<file path="config.mk">
export PLATFORM = sky130hd
export DESIGN_NAME = i2c_rb_client
export DESIGN_NICKNAME = d
export VERILOG_FILES = /design/src/rtl/i2c_rb_client.sv
export SDC_FILE = /design/constraint.sdc
export NUM_CORES = 1
export LEC_CHECK = 0
export ABC_AREA = 1
export CAP_MARGIN = 25
export CORE_AREA = 4 4 74 76
export CTS_CLUSTER_SIZE = 20
export DETAILED_ROUTE_END_ITERATION = 12
export DIE_AREA = 0 0 78 80
export DONT_BUFFER_PORTS = 1
export HOLD_SLACK_MARGIN = 0.06
export MAX_ROUTING_LAYER = met4
export PLACE_DENSITY = 0.71
export SYNTH_ARGS = -nofsm -noshare
export SYNTH_HDL_FRONTEND = slang
export SYNTH_SLANG_ARGS = --single-unit
</file>
<file path="constraint.sdc">
create_clock -name clk -period 2.3 [get_ports clk]
set_input_delay 0.69 -clock clk [delete_from_list [all_inputs] [get_ports clk]]
set_output_delay 0.69 -clock clk [all_outputs]
set_load 0.02 [all_outputs]
</file>
<file path="src/rtl/i2c_rb_client.sv">
// i2c_rb_client: I2C target bridging an external controller to a register bank.
// Filtered pins, auto-increment bursts and repeated-start reads.
module i2c_rb_client #(
  parameter logic [6:0] DEV_ADDR   = 7'h48,
  parameter int         ADDR_W     = 6,
  parameter int         FILTER_LEN = 3
) (
  input  logic              clk,
  input  logic              reset,
  input  logic              scl_i,
  input  logic              sda_i,
  output logic              sda_oe,
  output logic [ADDR_W-1:0] address,
  output logic [7:0]        data_write,
  output logic              write_en,
  output logic              read_en,
  input  logic [7:0]        data_read,
  output logic              busy
);

  localparam logic [2:0] CNT_MAX = 3'(FILTER_LEN - 1);

  typedef enum logic [3:0] {
    IDLE,
    DEV,
    DEV_ACK,
    REG,
    REG_ACK,
    WDATA,
    WACK,
    RLOAD,
    RDATA,
    RACK,
    WAIT_STOP
  } state_t;

  state_t state;

  // Bit 0 carries SCL, bit 1 carries SDA through sync and filter.
  logic [1:0]      s1;
  logic [1:0]      s2;
  logic [1:0]      filt;
  logic [1:0]      prev;
  logic [1:0][2:0] cnt;

  logic [2:0] bit_cnt;
  logic [7:0] shreg;
  logic       phase;
  logic       rw;

  logic       scl_rise;
  logic       scl_fall;
  logic       start_det;
  logic       stop_det;
  logic [7:0] rx_byte;

  assign scl_rise  = filt[0] & ~prev[0];
  assign scl_fall  = ~filt[0] & prev[0];
  assign start_det = filt[0] & prev[0] & prev[1] & ~filt[1];
  assign stop_det  = filt[0] & prev[0] & ~prev[1] & filt[1];
  assign rx_byte   = {shreg[6:0], filt[1]};

  always_ff @(posedge clk or posedge reset) begin
    if (reset) begin
      s1   <= 2'b11;
      s2   <= 2'b11;
      filt <= 2'b11;
      prev <= 2'b11;
      cnt  <= '0;
    end else begin
      s1   <= {sda_i, scl_i};
      s2   <= s1;
      prev <= filt;
      for (int i = 0; i < 2; i++) begin
        if (s2[i] == filt[i]) begin
          cnt[i] <= '0;
        end else if (cnt[i] == CNT_MAX) begin
          filt[i] <= s2[i];
          cnt[i]  <= '0;
        end else begin
          cnt[i] <= cnt[i] + 3'd1;
        end
      end
    end
  end

  always_ff @(posedge clk or posedge reset) begin
    if (reset) begin
      state      <= IDLE;
      bit_cnt    <= '0;
      shreg      <= '0;
      phase      <= 1'b0;
      rw         <= 1'b0;
      sda_oe     <= 1'b0;
      address    <= '0;
      data_write <= '0;
      write_en   <= 1'b0;
      read_en    <= 1'b0;
      busy       <= 1'b0;
    end else begin
      write_en <= 1'b0;
      read_en  <= 1'b0;
      if (stop_det) begin
        state  <= IDLE;
        busy   <= 1'b0;
        sda_oe <= 1'b0;
        phase  <= 1'b0;
      end else if (start_det) begin
        state   <= DEV;
        bit_cnt <= '0;
        sda_oe  <= 1'b0;
        phase   <= 1'b0;
      end else begin
        unique case (state)
          IDLE, WAIT_STOP: ;
          DEV: begin
            if (scl_rise) begin
              shreg   <= rx_byte;
              bit_cnt <= bit_cnt + 3'd1;
              if (bit_cnt == 3'd7) begin
                if (rx_byte[7:1] == DEV_ADDR) begin
                  state <= DEV_ACK;
                  busy  <= 1'b1;
                  rw    <= rx_byte[0];
                end else begin
                  state <= WAIT_STOP;
                  busy  <= 1'b0;
                end
              end
            end
          end
          REG, WDATA: begin
            if (scl_rise) begin
              shreg   <= rx_byte;
              bit_cnt <= bit_cnt + 3'd1;
              if (bit_cnt == 3'd7) begin
                if (state == REG) begin
                  address <= rx_byte[ADDR_W-1:0];
                  state   <= REG_ACK;
                end else begin
                  data_write <= rx_byte;
                  write_en   <= 1'b1;
                  state      <= WACK;
                end
              end
            end
          end
          // First SCL fall starts the ACK, the second ends it.
          DEV_ACK, REG_ACK, WACK: begin
            if (scl_fall) begin
              if (!phase) begin
                phase  <= 1'b1;
                sda_oe <= 1'b1;
              end else begin
                phase   <= 1'b0;
                sda_oe  <= 1'b0;
                bit_cnt <= '0;
                if (state == DEV_ACK && rw) begin
                  state   <= RLOAD;
                  read_en <= 1'b1;
                end else if (state == DEV_ACK) begin
                  state <= REG;
                end else begin
                  state <= WDATA;
                  if (state == WACK) address <= address + ADDR_W'(1);
                end
              end
            end
          end
          // One wait cycle lets the bank answer the read strobe.
          RLOAD: begin
            if (!phase) begin
              phase <= 1'b1;
            end else begin
              phase   <= 1'b0;
              shreg   <= data_read;
              sda_oe  <= ~data_read[7];
              bit_cnt <= '0;
              state   <= RDATA;
            end
          end
          RDATA: begin
            if (scl_fall) begin
              if (bit_cnt == 3'd7) begin
                sda_oe  <= 1'b0;
                address <= address + ADDR_W'(1);
                phase   <= 1'b0;
                state   <= RACK;
              end else begin
                shreg   <= {shreg[6:0], 1'b0};
                sda_oe  <= ~shreg[6];
                bit_cnt <= bit_cnt + 3'd1;
              end
            end
          end
          RACK: begin
            if (scl_rise) begin
              if (filt[1]) state <= WAIT_STOP;
              else phase <= 1'b1;
            end else if (scl_fall && phase) begin
              phase   <= 1'b0;
              read_en <= 1'b1;
              state   <= RLOAD;
            end
          end
          default: state <= IDLE;
        endcase
      end
    end
  end

endmodule

</file>
==> results of run 1 <==
-- synthesized netlist by cell type, types with 8 or more instances --
| library cell | number |
|---|---|
| a21oi_1 | 15 |
| dfrtp_1 | 40 |
| dfstp_2 | 8 |
| inv_1 | 35 |
| nand2_1 | 87 |
| nand2_2 | 14 |
| nand3_1 | 23 |
| nor2_1 | 41 |
| nor2_2 | 10 |
| o21ai_0 | 16 |
| o21ai_1 | 10 |
| o21ai_2 | 13 |
-- logic make-up after synthesis --
kind of cell | after synthesis
and+or+nand+nor | 196
AOI/OAI and AO/OA | 59
DFF | 48
buffers and inverters | 46
xor gates and xnor gates | 5
adders and majority gates | 3
muxes | 1
-- placed cells by master (no fill, tap or decap), types with 2 or more instances in the layout --
cell and n:
a21oi_1 15, nand2_2 14, dfrtp_1 40, nor2_1 41, or2_2 2, nand3_1 23, clkbuf_8 5, nor2_2 10
nand4_1 3, o21ai_0 16, o21ai_2 13, nand2_1 87, inv_1 34, ha_1 3, inv_2 6, o21ai_1 10
nor3_1 5, nand2_4 4, nand3b_1 2, xnor2_1 4, dfstp_2 8, nor3b_1 2
-- how the worst max path moves through the flow --
stage               startpoint         end  slack (ns)  cells after the start
floorplan                reset  address[0]        0.48                      1
global placement      state[1]  address[4]        0.42                      8
detailed placement    state[1]  address[0]        0.35                      8
CTS                   state[1]  address[4]        0.33                      8
global route          state[1]  bit_cnt[2]        0.10                      8
finish                state[1]  address[4]        0.31                      8
-- cell type report --
class	count	share of cell area
Inverter	40	0.0516
Timing Repair Buffer	1	0.00688
Sequential cell	48	0.417
Clock inverter	2	0.00430
Multi-Input combinational cell	264	0.467
Clock buffer	6	0.0250
Tap cell	67	0.0288
-- per-stage QoR --
| stage | hold slack, ns | setup slack (ns) | area (um^2) | utilization |
|---|---|---|---|---|
| 2_1_floorplan | 0.345 | 0.479 | 2770 | - |
| 3_3_place_gp | 0.348 | 0.419 | 2820 | 0.598 |
| 3_5_place_dp | 0.349 | 0.347 | 2820 | 0.598 |
| 4_1_cts | 0.187 | 0.332 | 2910 | 0.616 |
| 5_1_grt | 0.183 | 0.100 | 2910 | 0.616 |
| 6_report | 0.183 | 0.307 | 2910 | 0.616 |
-- metal layers --
| metal | track usage | vias up | part of all wire |
|---|---|---|---|
| met5 | - | - | 0 |
| met4 | 0.0524 | 0 | 0.013 |
| met3 | 0.0395 | 9 | 0.050 |
| met2 | 0.372 | 62 | 0.49 |
| met1 | 0.283 | 1038 | 0.44 |
| li1 | - | 1149 | - |
-- flip-flops by register name (all words and copies together) (netlist names), 2 cells and up --
name        cells
data_write      8
address         6
cnt             6
filt            2
s1              2
state           4
shreg           7
s2              2
prev            2
bit_cnt         3
-- power by group through the flow --
| stage | logic, uW | registers [uW] | clock network (uW) |
|---|---|---|---|
| after floorplan | 1820 | 1410 | 0 |
| after global placement | 2090 | 1490 | 0 |
| after detailed placement | 2110 | 1500 | 0 |
| after CTS | 2120 | 1480 | 512 |
| after global routing | 2440 | 1530 | 554 |
| final | 2120 | 1480 | 510 |
==> results.md, run 1 <==
* Status: finished clean
* Hold Buf Count CTS at 0
* Synthesis warning total at 0
* Die Width at 78 um
* Worst R2R End: address[4]
* Finished Layout Cells at between 400 and 500
* IO Count at 30
* Library cells used by synthesis at 34
* Hold Vio Cnt, Final at 0
* Fin crit share at 0.866
* Arrival time worst endpoint at around 2.2 ns
* Clk root buf: clkbuf_8
* Final Skew at between 0.015 and 0.02 ns
* Maximum vdd drop at slightly above 700 uV
* Reg2Reg Setup Slack at around 0.3 ns
* ANT nets after route at 0
* Port bufs at 0
* Min-delay worst type: input pin to async pin
* Area leader, netlist: dfrtp_1
* Xor/xnor share of the synthesized area at 0.0158
* Total Power at a little over 4000 uW
* Unrepaired setup endpoints after global routing: false
* Fin Setup TNS at 0 ns
* Synth Area in Compound Gates at 0.128
* Storage cell area at ~1200 um^2
* Vias per cell at about 5.3
* Ys async rst share at 1.00
* Die area at approximately 6200 um^2
* Leak pwr at 0.00146 uW
* Overflow after GRT at 0
* Max Cap Viol at 0
* Area contributors post-synth: dfrtp_1, nand2_1, dfstp_2
* # placed instances at between 400 and 500
* Syn_nets at 373
* Clk buf depth at 2
* Crit path required time at 2.49 ns
* Worst-Skew Late Latency at approximately 0.31 ns
* Ant. Diodes at 0
* Prevailing post-synth register cell: dfrtp_1
* Switching power at a little over 2000 uW
* Syn Area/Cell at 7.73 um^2
* Post-synth EDFFs at 0
* Max FO, Critical Path at 15
* CP Cell Sequence: nor2_1 -> nand2_4 -> nand2_2 -> nor2_2 -> nor2_2 -> nand3_2 -> nand2_1 -> o21ai_2
* TritonCTS clock tree: yes
* Detailed-router iteration count before antenna repair at 4
* Worst Reg-to-Reg Cells at 8
* Drt wl/cell at between 10 and 15 um
* Main combinational cell family by area after synthesis: simple AND/OR/NAND/NOR gates
* Quantity of gates resized following cts at 0
* Clk pin slew, worst setup/hold paths at 0.10 ns
* R2R Path Start: state[1]
* Pwr dens at 1410 nW/um^2
* Max-slew headroom at 0.715
* Slowest CP cell: dfrtp_1
* Multi-input logic area at around 1400 um^2
* CTS Sinks at between 40 and 50
* Worst slew pin tran at around 0.43 ns
* Row count at 25
* Multiplexer share of the synthesized area at 0.00362
* Endpoints failing setup at 0
* H-tree levels at 2
* Most used cell, CP: nor2_2
* Startpoint types: flop
* Die span in y at around 80 um
* Core area at between 4000 and 5000 um^2
* Setup Buffers After CTS at 0
* Mapped Area at approximately 2800 um^2
* Vias in the first global route at 2,133
* Synth Area in Adders at 0.0136
* Num CTS Buffers at 5
* Global placer's final weighted congestion at between 0.9 and 1
* All-layer global routing usage at 0.222
* Nets at 375
* Fillers at around 450
* Critical path endpoint category: flop
* Crit path max-delay family: simple AND/OR/NAND/NOR gates
* Clk network pwr share at 0.124
* WP buf/inv at 0
* Synth Area in Simple Gates at 0.329
* Switching Share at 0.500
* Combinational share of power at 0.516
* P_int at between 2000 and 2500 uW
* Register area share after synthesis at 0.438
* Post-detail-place hpwl at approximately 4.6 mm
* Via count at 2,258
* Slew Limit Fails at 0
* Wire length of the first global-routing pass at ~11 mm
* Share of layout cells above drive strength 1 at 0.191
* Synth-to-layout area growth at 5.11%
* Max Freq at 0.502 GHz
* WS Path Type: flop to flop
* Flop pwr share at 0.360
* Drt drc at 0
* Largest net degree at the start of global routing at 39
* Final wirelength at 6.05 mm
* Flops & latches, synth at 48
* Initial antenna violation count at 0
* CP peak stage delay at around 0.5 ns
* Synth top area share at 0.362
* Post-synthesis cell count at 358
* Starting density of the core at 0.586
* Tmin final at ~2.0 ns
* Initial DRC Count at about 190
No activity file was read; power rests on OpenSTA's default activity.
==> run 2, diff against run 1 <==
CTS_BUF_LIST = sky130_fd_sc_hd__clkbuf_8   (was not set)
clock period = 1.9 ns   (was 2.3 ns; I/O delays follow)
==> results.md, run 2 (synthesized netlist as in run 1, its figures left out) <==
* Fin crit share at 0.940
* Wire length of the first global-routing pass at 11.0 mm
* Initial antenna violation count at 0
* Drt drc at 0
* Leak pwr at 0.00157 uW
* CTS Sinks at between 40 and 50
* Global placer's final weighted congestion at 0.941
* Largest regs: data_write: 8 flops, shreg: 7 flops
* Commonest cells after routing, fill and taps aside: nand2_1, nor2_1, dfrtp_1
* Worst-Skew Late Latency at about 0.3 ns
* Clk buf depth at 2
* Finished Cell Area at between 3000 and 4000 um^2
* Hold WS at 0.153 ns
* Via count at 2,317
* Worst slew pin tran at 0.472 ns
* Initial DRC Count at roughly 130
* Die span in y at roughly 80 um
* Starting density of the core at 0.586
* Row count at 25
* Hold Buf Count CTS at 0
* Die Width at between 70 and 80 um
* Crit path max-delay family: flip-flops
* Fin Setup TNS at 0 ns
* Top reg by flops: data_write
* Nets at a little under 400
* All-layer global routing usage at 0.233
* Maximum vdd drop at roughly 1200 uV
* Arrival time worst endpoint at just under 2 ns
* Die area at around 6200 um^2
* Vias per cell at about 5.2
* # placed instances at 437
* Final Skew at ~0.0086 ns
* Clk root buf: clkbuf_8
* Max FO, Critical Path at 8
* ANT nets after route at 0
* Number of flip-flops in the largest register at 8
* IO Count at 30
* Slew Limit Fails at 0
* Max Cap Viol at 0
* WS Path Type: flop to flop
* Largest net degree at the start of global routing at 29
* Finished Layout Cells at ~450
* Critical path endpoint category: flop
* Ant. Diodes at 0
* Fillers at ~420
* Max Freq at approximately 0.56 GHz
* TritonCTS clock tree: yes
* Post-detail-place hpwl at between 5 and 6 mm
* Most common cell after layout, fill and taps aside: nand2_1
* WP buf/inv at 4
* Slowest CP cell: dfstp_2
* Share of layout cells above drive strength 1 at 0.242
* Endpoints failing setup at 0
* Crit path required time at 2.09 ns
* H-tree levels at 2
* Tmin final at roughly 1.8 ns
* Final wirelength at between 6 and 7 mm
* Port bufs at 0
* Num CTS Buffers at 5
* Core area at approximately 4700 um^2
* Placed cell area at just under 3000 um^2
* Max-slew headroom at 0.685
* Pwr dens at 1800 nW/um^2
* Most used cell, CP: inv_2
* Startpoint types: flop
* Hold Vio Cnt, Final at 0
* Status: finished clean
* CP peak stage delay at just under 0.6 ns
* Vias in the first global route at 2,278
* Min-delay worst type: input pin to async pin
* Reg2Reg Setup Slack at between 0.1 and 0.15 ns
* Synth-to-layout area growth at 13.1%
* Clk pin slew, worst setup/hold paths at around 0.10 ns
* Overflow after GRT at 0
* Unrepaired setup endpoints after global routing: true
* CP Cell Sequence: inv_2 -> nor2_2 -> inv_2 -> nor2_1 -> inv_1 -> nor2_4 -> clkinvlp_4 -> nand2_1 -> o21ai_1
* Drt wl/cell at between 10 and 15 um
* Detailed-router iteration count before antenna repair at 4
-- run 2: metal layers --
layer	GRT usage	up-vias	part of all wire
met2	0.404	49	0.51
met5	-	-	0
li1	-	1190	-
met1	0.273	1063	0.43
met3	0.0429	15	0.033
met4	0.0822	0	0.028
-- run 2: worst paths after layout --
check | to | cells after the start | start
setup / recovery | data_write[1] | 9 | filt[0]
hold / removal | cnt[3] | 1 | reset
setup reg to reg | data_write[1] | 9 | filt[0]
hold reg to reg | s2[1] | 0 | s1[1]
max in group asynchronous | s1[1] | 2 | reset
min in group clk | s1[1] | 0 | sda_i
-- run 2: timing repair --
item,4_1_cts,5_1_grt
endpoints found under the setup margin,0,14
resized for setup,0,5
buffers inserted,0,1
-- run 2: area by class of cell --
class                      instances  area (um^2)  area share
inverter                          40          154      0.0492
tap                               67         83.8      0.0268
multi-input combinational        264         1370       0.436
clock buffer                       5         68.8      0.0220
clock inverter                     3         68.8      0.0220
sequential                        48         1210       0.388
timing repair inverter             1         7.51     0.00240
timing repair buffer              19          168      0.0536
-- run 2: through the flow --
step	utilization	setup WS (ns)	power, uW
after global routing	0.662	-0.0438	6170
after global placement	0.627	0.155	4660
after detailed placement	0.627	0.157	4720
final	0.662	0.114	5640
after CTS	0.656	0.139	5640
after floorplan	-	0.199	3910
-- run 2: power by group --
group / internal [uW] / switching, uW
clock: 530 / 372
sequential: 1360 / 424
combinational: 1130 / 1820
==> run 3, diff against run 2 <==
CORE_AREA = 4 4 102 56   (was 4 4 74 76)
DIE_AREA = 0 0 106 60   (was 0 0 78 80)
==> results.md, run 3 (synthesized netlist as in run 1, its figures left out) <==
* Fillers at 399
* Starting density of the core at 0.579
* All-layer global routing usage at 0.240
* Status: finished clean
* Global placer's final weighted congestion at around 1.2
* Tmin final at 1.79 ns
* Num CTS Buffers at 5
* Die Width at roughly 110 um
* Via count at ~2,500
* Total Power at roughly 5500 uW
* Commonest cells after routing, fill and taps aside: nand2_1, nor2_1, dfrtp_1
* Fin crit share at 0.943
* Max Freq at about 0.56 GHz
* Drt drc at 0
* H-tree levels at 2
* Top reg by flops: data_write
* Overflow after GRT at 0
* Post-detail-place hpwl at around 5.2 mm
* Nets at 391
* Clk root buf: clkbuf_8
* Worst-Skew Late Latency at 0.31 ns
* Share of layout cells above drive strength 1 at 0.252
* Min-delay worst type: input pin to async pin
* WS Path Type: flop to flop
* Wire length of the first global-routing pass at ~11 mm
* Critical path launch point: state[1]
* IO Count at 30
* Pwr dens at roughly 1800 nW/um^2
* Initial DRC Count at roughly 290
* CTS Sinks at 48
* Drt wl/cell at ~15 um
* Most common cell after layout, fill and taps aside: nand2_1
* Synth-to-layout area growth at 12.8%
* Max-slew headroom at 0.695
* Startpoint types: flop
* Die area at 6360 um^2
* Hold Buf Count CTS at 0
* Core area at about 4800 um^2
* Clk buf depth at 2
* Ant. Diodes at 0
* Placed cell area at just under 3000 um^2
* Clk pin slew, worst setup/hold paths at ~0.090 ns
* ANT nets after route at 0
* Critical path endpoint category: flop
* Hold Vio Cnt, Final at 0
* Endpoints failing setup at 0
* Final wirelength at between 6 and 7 mm
* Worst slew pin tran at 0.457 ns
* Number of flip-flops in the largest register at 8
* Die span in y at around 60 um
* Detailed-router iteration count before antenna repair at 5
* Unrepaired setup endpoints after global routing: false
* Leak pwr at around 0.0016 uW
* Fin Setup TNS at 0 ns
* R2R Path Start: state[1]
* Crit path required time at 2.11 ns
* Slew Limit Fails at 0
* Max Cap Viol at 0
* TritonCTS clock tree: yes
* Arrival time worst endpoint at 2.00 ns
* Largest net degree at the start of global routing at 28
* Maximum vdd drop at about 1000 uV
* Row count at 18
* Vias in the first global route at approximately 2,200
* Finished Cell Area at 3120 um^2
* Max FO, Critical Path at 10
* Final Skew at about 0.0067 ns
* Port bufs at 0
* Initial antenna violation count at 0
* Vias per cell at approximately 5.5
* Largest regs: data_write: 8 flops, shreg: 7 flops
run 3: final cells by class:
cell class | count | area, um^2 | area share
flip-flops and latches | 48 | 1210 | 0.389
clock buffers | 6 | 82.6 | 0.0265
inverters | 40 | 154 | 0.0493
multi-input cells | 264 | 1400 | 0.450
well taps | 70 | 87.6 | 0.0281
clock inverters | 2 | 13.8 | 0.00441
repair buffers | 17 | 165 | 0.0529
run 3: repair_timing:
| item | CTS | global route |
|---|---|---|
| setup buffers | 0 | 4 |
| gates resized for setup | 0 | 13 |
| setup endpoints to repair | 0 | 29 |
run 3: through the flow:
step	hold slack, ns	std cells	worst slack (ns)	util
global placement	0.346	435	0.0405	0.611
floorplan	0.345	358	0.199	-
CTS	0.154	443	0.00364	0.631
detailed placement	0.349	435	0.0247	0.611
finish	0.138	447	0.108	0.653
global route	0.178	447	0.00294	0.653
run 3: worst paths after layout:
check                                end  cells after the start  slack [ns]
worst min register to register     s2[1]                      0        0.36
max in group asynchronous        prev[1]                      2        1.19
worst min-delay path              cnt[4]                      1        0.14
worst max register to register  state[0]                      9        0.11
worst max-delay path            state[0]                      9        0.11
min in group clk                   s1[1]                      0        0.24
run 3: per-layer routing:
metal  global-route usage  wire, um  up-vias
met2                0.308      2530       90
met4               0.0554        59        0
met1                0.353      3440     1171
met3               0.0895       684        7
li1                     -         -     1196
met5                    -         0        -
run 3: power breakdown:
| part | internal [uW] | switching [uW] |
|---|---|---|
| Sequential | 1360 | 422 |
| Clock | 298 | 354 |
| Combinational | 1140 | 1930 |
| Total | 2800 | 2710 |
run 3: critical path: stages (launching register included):
cell and delay [ns]:
dfrtp_2 0.49, nor2_1 0.28, nand3_1 0.20, nand2_1 0.18
nand2_1 0.11, nand3_1 0.10, nor2_2 0.05, buf_4 0.14
nand3_1 0.07, nand2_1 0.06
